$ cat src/rtl/bc_fifo.sv
// bc_fifo -- decoupled broadcast with one private FIFO per output channel.
//
// Each transfer accepted on din is written into the FIFO of every channel
// whose bit in ena is set. Each channel drains on its own. A slow consumer
// holds back the producer only when its own FIFO is full and the current
// transfer is addressed to it.
//
// Ports:
//   clk         clock; all logic runs on the rising edge
//   rst         synchronous reset, active-high; empties every FIFO
//   din_data    input payload, DIN_WIDTH bits
//   din_valid   input handshake valid
//   din_ready   input handshake ready; low during reset
//   ena         per-transfer channel mask, qualified by din_valid
//   dout_data   per-channel output payload, valid only while dout_valid[i]
//   dout_valid  per-channel output valid (FIFO not empty)
//   dout_ready  per-channel output ready
module bc_fifo #(
  parameter int SIZE      = 2,
  parameter int DIN_WIDTH = 16,
  parameter int DEPTH     = 2
) (
  input  logic                            clk,
  input  logic                            rst,
  input  logic [DIN_WIDTH-1:0]            din_data,
  input  logic                            din_valid,
  output logic                            din_ready,
  input  logic [SIZE-1:0]                 ena,
  output logic [SIZE-1:0][DIN_WIDTH-1:0]  dout_data,
  output logic [SIZE-1:0]                 dout_valid,
  input  logic [SIZE-1:0]                 dout_ready
);

  // DEPTH is a power of two, so pointers wrap by natural overflow.
  localparam int PW = $clog2(DEPTH);
  localparam int CW = $clog2(DEPTH + 1);
  localparam logic [CW-1:0] CNT_FULL = CW'(DEPTH);

  logic [SIZE-1:0] chan_full;
  logic            accept;

  // Ready depends only on registered full flags, the mask and reset, so no
  // downstream ready can reach upstream combinationally. A channel that is
  // not addressed by this transfer never blocks it.
  always_comb begin
    din_ready = ~rst & (&(~chan_full | ~ena));
    accept    = din_valid & din_ready;
  end

  genvar gi;
  generate
    for (gi = 0; gi < SIZE; gi++) begin : g_chan
      logic [DIN_WIDTH-1:0] mem_q [DEPTH];
      logic [PW-1:0]        wr_ptr_q, wr_ptr_d;
      logic [PW-1:0]        rd_ptr_q, rd_ptr_d;
      logic [CW-1:0]        cnt_q, cnt_d;
      logic                 full_q, full_d;
      logic                 empty_q, empty_d;
      logic                 wr_en;
      logic                 rd_en;

      always_comb begin
        wr_en    = accept & ena[gi];
        rd_en    = ~empty_q & dout_ready[gi];
        wr_ptr_d = wr_ptr_q;
        rd_ptr_d = rd_ptr_q;
        cnt_d    = cnt_q;
        if (wr_en) begin
          wr_ptr_d = wr_ptr_q + PW'(1);
        end
        if (rd_en) begin
          rd_ptr_d = rd_ptr_q + PW'(1);
        end
        // A simultaneous write and read leaves the occupancy unchanged.
        case ({wr_en, rd_en})
          2'b10:   cnt_d = cnt_q + CW'(1);
          2'b01:   cnt_d = cnt_q - CW'(1);
          default: cnt_d = cnt_q;
        endcase
        // Flags are registered alongside the count so ready stays shallow.
        full_d  = (cnt_d == CNT_FULL);
        empty_d = (cnt_d == '0);
      end

      always_ff @(posedge clk) begin
        if (rst) begin
          wr_ptr_q <= '0;
          rd_ptr_q <= '0;
          cnt_q    <= '0;
          full_q   <= 1'b0;
          empty_q  <= 1'b1;
        end else begin
          wr_ptr_q <= wr_ptr_d;
          rd_ptr_q <= rd_ptr_d;
          cnt_q    <= cnt_d;
          full_q   <= full_d;
          empty_q  <= empty_d;
        end
      end

      // Storage needs no reset: contents are only observed while not empty.
      always_ff @(posedge clk) begin
        if (wr_en) begin
          mem_q[wr_ptr_q] <= din_data;
        end
      end

      // Asynchronous read of the head keeps first-word latency at one cycle.
      assign chan_full[gi]  = full_q;
      assign dout_valid[gi] = ~empty_q;
      assign dout_data[gi]  = mem_q[rd_ptr_q];
    end
  endgenerate

endmodule

$ cat config.mk
export PLATFORM = sky130hd
export DESIGN_NAME = bc_fifo
export DESIGN_NICKNAME = d
export VERILOG_FILES = /design/src/rtl/bc_fifo.sv
export SDC_FILE = /design/constraint.sdc
export NUM_CORES = 1
export LEC_CHECK = 0
export CORE_ASPECT_RATIO = 1.75
export CORE_MARGIN = 4
export CORE_UTILIZATION = 52
export CTS_BUF_LIST = sky130_fd_sc_hd__clkbuf_4
export DETAILED_ROUTE_END_ITERATION = 10
export PLACE_DENSITY = 0.8
export SYNTH_ARGS = -nofsm -noshare
export SYNTH_HDL_FRONTEND = slang
export SYNTH_SLANG_ARGS = --single-unit
$ cat constraint.sdc
create_clock -name clk -period 2.9 [get_ports clk]
set_input_delay 0.435 -clock clk [delete_from_list [all_inputs] [get_ports clk]]
set_output_delay 0.435 -clock clk [all_outputs]
set_load 0.01 [all_outputs]
# ---- Yosys cells after proc, flatten, opt, wreduce, memory -nomap -nowiden
# Memories as Yosys holds them, arrays and structs flattened. A register that Yosys moved wholly into a read port is not among the register bits.
# Index checks and enable logic that the tools add are counted.
# Widths: inputs -> output; s select.
dict set report word_totals {
  reg_bits 12
  mem_bits_rw 64
  input_bits 23
  memories 2
}
# memory depth word_bits read_ports rd_ports_with_merged_regs wr line
set mem_list {}
lappend mem_list {{g_chan[0].mem_q} 2 16 1 1 1 53} ;# logic [DIN_WIDTH-1:0] mem_q [DEPTH];
lappend mem_list {{g_chan[1].mem_q} 2 16 1 1 1 53}
dict set report classes {
  addsub 8
  n_eq_ne 6
  muxes 10
  bitwise_logic 12
  n_reduce_logical 3
}
# operator count
set op_table {}
lappend op_table {{$eq 2x2->1 const B} 4}
lappend op_table {{$mux 1} 8}
lappend op_table {{$pmux 2 s2} 2}
lappend op_table {{$and 1x1->1} 6}
lappend op_table {{$add 1x1->1 const B} 4}
lappend op_table {{$add 2x1->2 const B} 2}
lappend op_table {{$eq 2x1->1 const B} 2}
lappend op_table {{$logic_not 2->1} 2}
lappend op_table {{$not 2->2} 2}
lappend op_table {{$sub 2x1->2 const B} 2}
lappend op_table {{$not 1->1} 3}
lappend op_table {{$or 2x2->2} 1}
lappend op_table {{$reduce_and 2->1} 1}

# ---- Depth between registers and ports, before layout
# Gate-level depths: netlist (run 1).
dict set report logic_depth {
  word_depth 9
  depth_mapped 7
  mapped_depth_nobuf 6
}

# ---- Worst setup path before layout (run 1)
# Ideal clock, no wire load.
dict set report synth_path {
  path_type {in2reg}
  from {input port ena[1]}
  to {memory g_chan[0].mem_q[1][0] (enable)}
  arrival_ps 1946
  setup_slack_ps 566
  path_stages 4
  path_cell_list {and2_2 > or4b_1 > buf_2 > nor2_1}
}
dict set report synth_between {
  elab_chain_cells 8
}
# element line
set synth_rtl {}
lappend synth_rtl {{start, declared} 28} ;# input logic [SIZE-1:0] ena,
lappend synth_rtl {{$not 2->2} 46} ;# din_ready = ~rst & (&(~chan_full | ~ena));
lappend synth_rtl {{$or 2x2->2} 46}
lappend synth_rtl {{$reduce_and 2->1} 46}
lappend synth_rtl {{$and 1x1->1} 46}
lappend synth_rtl {{$and 1x1->1} 47} ;# accept = din_valid & din_ready;
lappend synth_rtl {{$and 1x1->1} 63} ;# wr_en = accept & ena[gi];
lappend synth_rtl {{$mux 1} 103} ;# if (wr_en) begin
lappend synth_rtl {{$mux 1 (not written as such)} 104} ;# mem_q[wr_ptr_q] <= din_data;
lappend synth_rtl {{end, declared} 53}
# No other way between the ends.

==> results.tsv, run 1 <==
metric	value	unit
CTS tree	yes	
CP Depth	3	
period utilization	78.08	%
nets@finish	266	
IO Pins	58	
htree depth	3	
CP Capture Type	primary output	
final setup slack of the worst path	635.6	ps
initial antenna violation count	0	
First DRT Iteration DRCs	45	
Total GRT Usage	15.97	%
CTS Buf Count	9	
pin count of the biggest net entering global routing	17	
Yosys top cell by area	edfxtp_1	
max-cap violation count	0	
reg2reg path depth	6	
CTS clock-pin slew for the worst setup and hold paths	100	ps
hold path depth	1	
Power per Cell Area	544.5	nW/um2
diode count	0	
Crit-path slowest cell	clkdlybuf4s50_1	
die area	6961	um2
Fin. Hold Viols	0	
DR vias/cell	4.913	
RD Place Congestion	0.7073	
Crit Path Class	reg2out	
Layout fillers	413	
CP Max Fanout	16	
vias	1577	
Period minus WS final	2264	ps
Mapped Cells	173	
first-pass GRT wire length	8010	um
Port-buffer cells	57	
post-route ant nets	0	
FF-to-FF setup slack	850	ps
routed len/inst	15.40	um
worst skew pair latency	400	ps
Hold WS	503.5	ps
Worst EP required	2470	ps
fraction of layout cells with a size suffix above 1	23.27	%
syn avg cell area	16.97	um2
sequential-to-total area share from yosys stat	74.99	%
clock skew	10.17	ps
CP Launch Type	flop	
status	finished clean	
Crit path buffers/inverters	2	
CP cell instances	buf_4 -> mux2_2 -> clkdlybuf4s50_1	
Starting Density	53.00	%
HP Class	reg2reg	
Max transition margin	83.24	%
DRT Pass-1 Iters	2	
syn nets	198	
DR DRC count	0	
cell area after layout	3732	um2
setup TNS	0	ps
Post-DP Area	3633	um2
# clock sinks	78	
Die H	107.4	um
Cells after DPL	306	
grt total ovfl	0	
core footprint	5540	um2
Top delay family on crit path	buffers and inverters	
synth top area cells	edfxtp_1 65%, mux2_2 12%, dfxtp_1 9.5%, xnor2_1 1.5%, nor2_1 1.3%	
synthesized area	2937	um2
DPL Wire Length	3422	um
clk buf depth	2	
Finished Layout Cells	321	
yosys warns	0	
drt total wl	4945	um
Yosys reg bits	78	
cts repair resizes	0	
end-of-flow core utilization	67.37	%
Layout area overhead	27.10	%
Critical Path AT	1830	ps
Yosys cell types	24	
leakage power figure	1.262	nW
CTS Hold Bufs	0	
worst slew pin tran	251.4	ps
Slew Limit Fails	0	
Clock Tree Root	clkbuf_4	
worst vdd ir	332.7	uV
CP peak stage delay	490	ps
DIE WIDTH	64.81	um
RSZ-0062 raised after global routing	false	
total power	2.032	mW
post-CTS setup buffer count	0	
vias in the first global route	1684	
endpoints failing setup	0	
FP Rows	36	
fmax	0.4416	GHz
dpl ws	279.2	ps
post-synth top area share	65.45	%
layout by cell type, fill, tap and decap left out, types with 4 or more instances in the layout:
cell type,n
buf_4,7
clkbuf_4,11
clkdlybuf4s50_1,57
dfxtp_1,14
edfxtp_1,64
inv_1,6
mux2_2,32
nand2b_1,5
nor2_1,6
nor2_2,4
nor2b_1,6
xnor2_1,5
logic make-up after synthesis:
group	count (synthesis)	share of synthesized area [%]
xor+xnor	5	1.491
mux	35	13.29
buf+inv	13	1.832
fa+ha+maj	2	0.8520
compound gates	9	1.704
simple gates	31	5.838
flops	78	74.99
report_power, final:
part	total (mW)	switching, mW	leakage (nW)	internal [mW]
Sequential	1.27	0.0165	0.696	1.25
Combinational	0.274	0.117	0.507	0.156
Clock	0.490	0.309	0.0592	0.182
registers in the layout (all words and copies together) (netlist names), named ones only:
register,count
g_chan.empty_q,2
g_chan.wr_ptr_q,2
g_chan.cnt_q,4
g_chan.rd_ptr_q,2
g_chan.mem_q,64
g_chan.full_q,2
final cells by class:
type | count | area, um2 | share of cell area, %
inverter | 6 | 22.52 | 0.6034
timing repair buffer | 64 | 623.1 | 16.69
clock buffer | 11 | 82.58 | 2.213
multi-input combinational | 82 | 690.7 | 18.50
tap | 76 | 95.09 | 2.548
sequential | 78 | 2202 | 59.00
clock inverter | 4 | 16.27 | 0.4358
path summary, 6_finish.rpt:
kind / from / end
worst max-delay path: flop / dout_data[8]
worst min-delay path: g_chan[1].wr_ptr_q$_SDFFE_PP0P_ / g_chan[1].wr_ptr_q$_SDFFE_PP0P_
worst max register to register: g_chan[1].full_q$_SDFF_PP0_ / g_chan[0].empty_q$_SDFF_PP1_
worst min register to register: g_chan[1].wr_ptr_q$_SDFFE_PP0P_ / g_chan[1].wr_ptr_q$_SDFFE_PP0P_
routing by layer:
metal	track usage (%)	routed length (um)	part of all wire (%)	vias up
met3	5.225	305	6.2	9
met2	28.06	2719	55	46
met1	16.79	1825	37	745
met5	0	0	0	-
li1	-	-	-	777
met4	7.716	94	1.9	0
Yosys cell counts, drive strengths merged:
cell type,n
a31oi,1
or3,1
mux2,32
nor3,3
ha,2
xnor2,5
dfxtp,14
o21ai,3
edfxtp,64
or2,1
nor2b,6
mux2i,3
clkbuf,3
nor2,10
and2,2
nand2b,5
or4b,2
a21oi,3
nand2,1
a22oi,1
o22ai,1
buf,4
inv,6
(Power assumes the default switching activity.)
==> run 2: changes to the inputs <==
- clock period: 2.9 -> 2.35 ns (I/O delays scaled with it)
==> results.tsv, run 2 (synthesis results as in run 1) <==
metric	value	unit	change
HP Class	reg2reg		
Power per Cell Area	731.1	nW/um2	+34%
DR DRC count	0		unchanged
# clock sinks	78		unchanged
cts repair resizes	0		unchanged
Clock Tree Root	clkbuf_4		
most frequent cells in the layout	64 x edfxtp_1, 57 x clkdlybuf4s50_1, 32 x mux2_2, 14 x dfxtp_1, 11 x buf_4		
worst vdd ir	538.0	uV	+62%
total power	2.831	mW	+39%
Port-buffer cells	57		unchanged
Fin. Hold Viols	0		unchanged
FP Rows	36		unchanged
met1 wire length	1834	um	+0.49%
Period minus WS final	2178	ps	
post-route ant nets	0		unchanged
die area	6961	um2	unchanged
setup TNS	0	ps	unchanged
CP Depth	3		unchanged
RSZ-0062 raised after global routing	false		
DRT Pass-1 Iters	2		unchanged
htree depth	3		unchanged
DPL Wire Length	3492	um	+2.0%
CTS clock-pin slew for the worst setup and hold paths	100	ps	about the same
RR Startpoint	g_chan[1].full_q$_SDFF_PP0_		
Layout area overhead	31.87	%	
CP cell instances	buf_4 -> mux2_2 -> clkdlybuf4s50_1		
post-CTS setup buffer count	0		unchanged
routed wl met2	2766	um	+1.7%
fmax	0.4592	GHz	
crit path to	dout_data[24]		
clock skew	10.49	ps	+0.3171 ps
max-cap violation count	0		unchanged
leakage power figure	1.327	nW	+5.2%
biggest regs	g_chan.mem_q (64), g_chan.cnt_q (4)		
FF-to-FF setup slack	370	ps	-480 ps
initial antenna violation count	0		unchanged
DR vias/cell	4.917		about the same
CTS tree	yes		
RD Place Congestion	0.7131		+0.82%
vias in the first global route	1748		+3.8%
nets@finish	272		+2.3%
vias	1608		+2.0%
Crit-path slowest cell	clkdlybuf4s50_1		
worst flop-to-flop path endpoint	g_chan[0].empty_q$_SDFF_PP1_		
CTS Buf Count	9		unchanged
CP peak stage delay	490	ps	about the same
DIE WIDTH	64.81	um	unchanged
Most flops, register	g_chan.mem_q		
Finished Layout Cells	327		+1.9%
Die H	107.4	um	unchanged
CP Launch Type	flop		
Slew Limit Fails	0		unchanged
fraction of layout cells with a size suffix above 1	25.10	%	+1.8 points
worst skew pair latency	380	ps	-20 ps
Top delay family on crit path	buffers and inverters		
grt total ovfl	0		unchanged
First DRT Iteration DRCs	57		+27%
end-of-flow core utilization	69.90	%	+2.5 points
first-pass GRT wire length	8300	um	+3.6%
Hold WS	500.6	ps	-2.896 ps
endpoints failing setup	0		unchanged
Max transition margin	82.98	%	-0.26 points
clk buf depth	2		unchanged
WL met3	262	um	-14%
drt total wl	4941	um	about the same
status	finished clean		
most common cell after layout, fill and taps aside	edfxtp_1		
routed len/inst	15.11	um	-1.9%
Crit Path Class	reg2out		
CP Capture Type	primary output		
Total GRT Usage	16.09	%	+0.13 points
Largest register FFs	64		unchanged
Starting Density	53.00	%	unchanged
diode count	0		unchanged
CTS Hold Bufs	0		unchanged
pin count of the biggest net entering global routing	17		unchanged
Worst EP required	2000	ps	-470 ps
Critical Path AT	1830	ps	about the same
Crit path buffers/inverters	2		unchanged
CP Max Fanout	16		unchanged
top sig layer	met4		
worst slew pin tran	254.8	ps	+3.390 ps
core footprint	5540	um2	unchanged
IO Pins	58		unchanged
reg2reg path depth	6		unchanged
Cells after DPL	312		+2.0%
period utilization	92.66	%	
-- run 2: changes by cell type in the layout (fill, tap and decap cells not counted) --
cell,before,now
clkinv_2,1,0
buf_4,7,11
bufinv_16,0,3
clkbuf_4,11,9
buf_12,0,2
-- run 2: how the worst min path moves through the flow --
| stage | from | depth (start not counted) | endpoint |
|---|---|---|---|
| after floorplan | g_chan[0].wr_ptr_q$_SDFFE_PP0P_ | 1 | g_chan[0].wr_ptr_q$_SDFFE_PP0P_ |
| after global placement | g_chan[0].wr_ptr_q$_SDFFE_PP0P_ | 1 | g_chan[0].wr_ptr_q$_SDFFE_PP0P_ |
| after detailed placement | g_chan[0].wr_ptr_q$_SDFFE_PP0P_ | 1 | g_chan[0].wr_ptr_q$_SDFFE_PP0P_ |
| after CTS | g_chan[0].wr_ptr_q$_SDFFE_PP0P_ | 1 | g_chan[0].wr_ptr_q$_SDFFE_PP0P_ |
| after global routing | g_chan[0].wr_ptr_q$_SDFFE_PP0P_ | 1 | g_chan[0].wr_ptr_q$_SDFFE_PP0P_ |
| final | g_chan[0].wr_ptr_q$_SDFFE_PP0P_ | 1 | g_chan[0].wr_ptr_q$_SDFFE_PP0P_ |
-- run 2: metal layers --
metal,up-vias,GRT usage (%)
met4,0,6.808
met2,44,29.16
met1,770,17.26
met5,-,0
li1,788,-
met3,6,4.180
-- run 2: report_power, final --
part           internal (mW)  switching, mW  leakage [nW]
Sequential              1.54         0.0201         0.696
Clock                  0.524          0.396        0.0885
Combinational          0.201          0.146         0.543
Total                   2.27          0.562          1.33
-- run 2: cell type report --
type | instances | area, um2
Clock buffer | 9 | 67.56
Clock inverter | 6 | 101.3
Fill cell | 397 | 1668
Inverter | 6 | 22.52
Multi-Input combinational cell | 82 | 690.7
Sequential cell | 78 | 2202
Tap cell | 76 | 95.09
Timing Repair Buffer | 70 | 693.2
-- run 2: stage by stage --
stage	cell area, um2	setup slack [ps]
floorplan	2937	98.17
global placement	3704	-40.22
detailed placement	3704	-125.4
CTS	3872	122.8
global route	3872	78.84
finish	3872	172.4
-- run 2: worst reg2reg max path, stage by stage (launching register included) --
cell     delay [ps]
dfxtp_1         320
and2_2          170
or4b_1          540
ha_1            350
nor2b_1         240
a21oi_1         130
o21ai_0         170
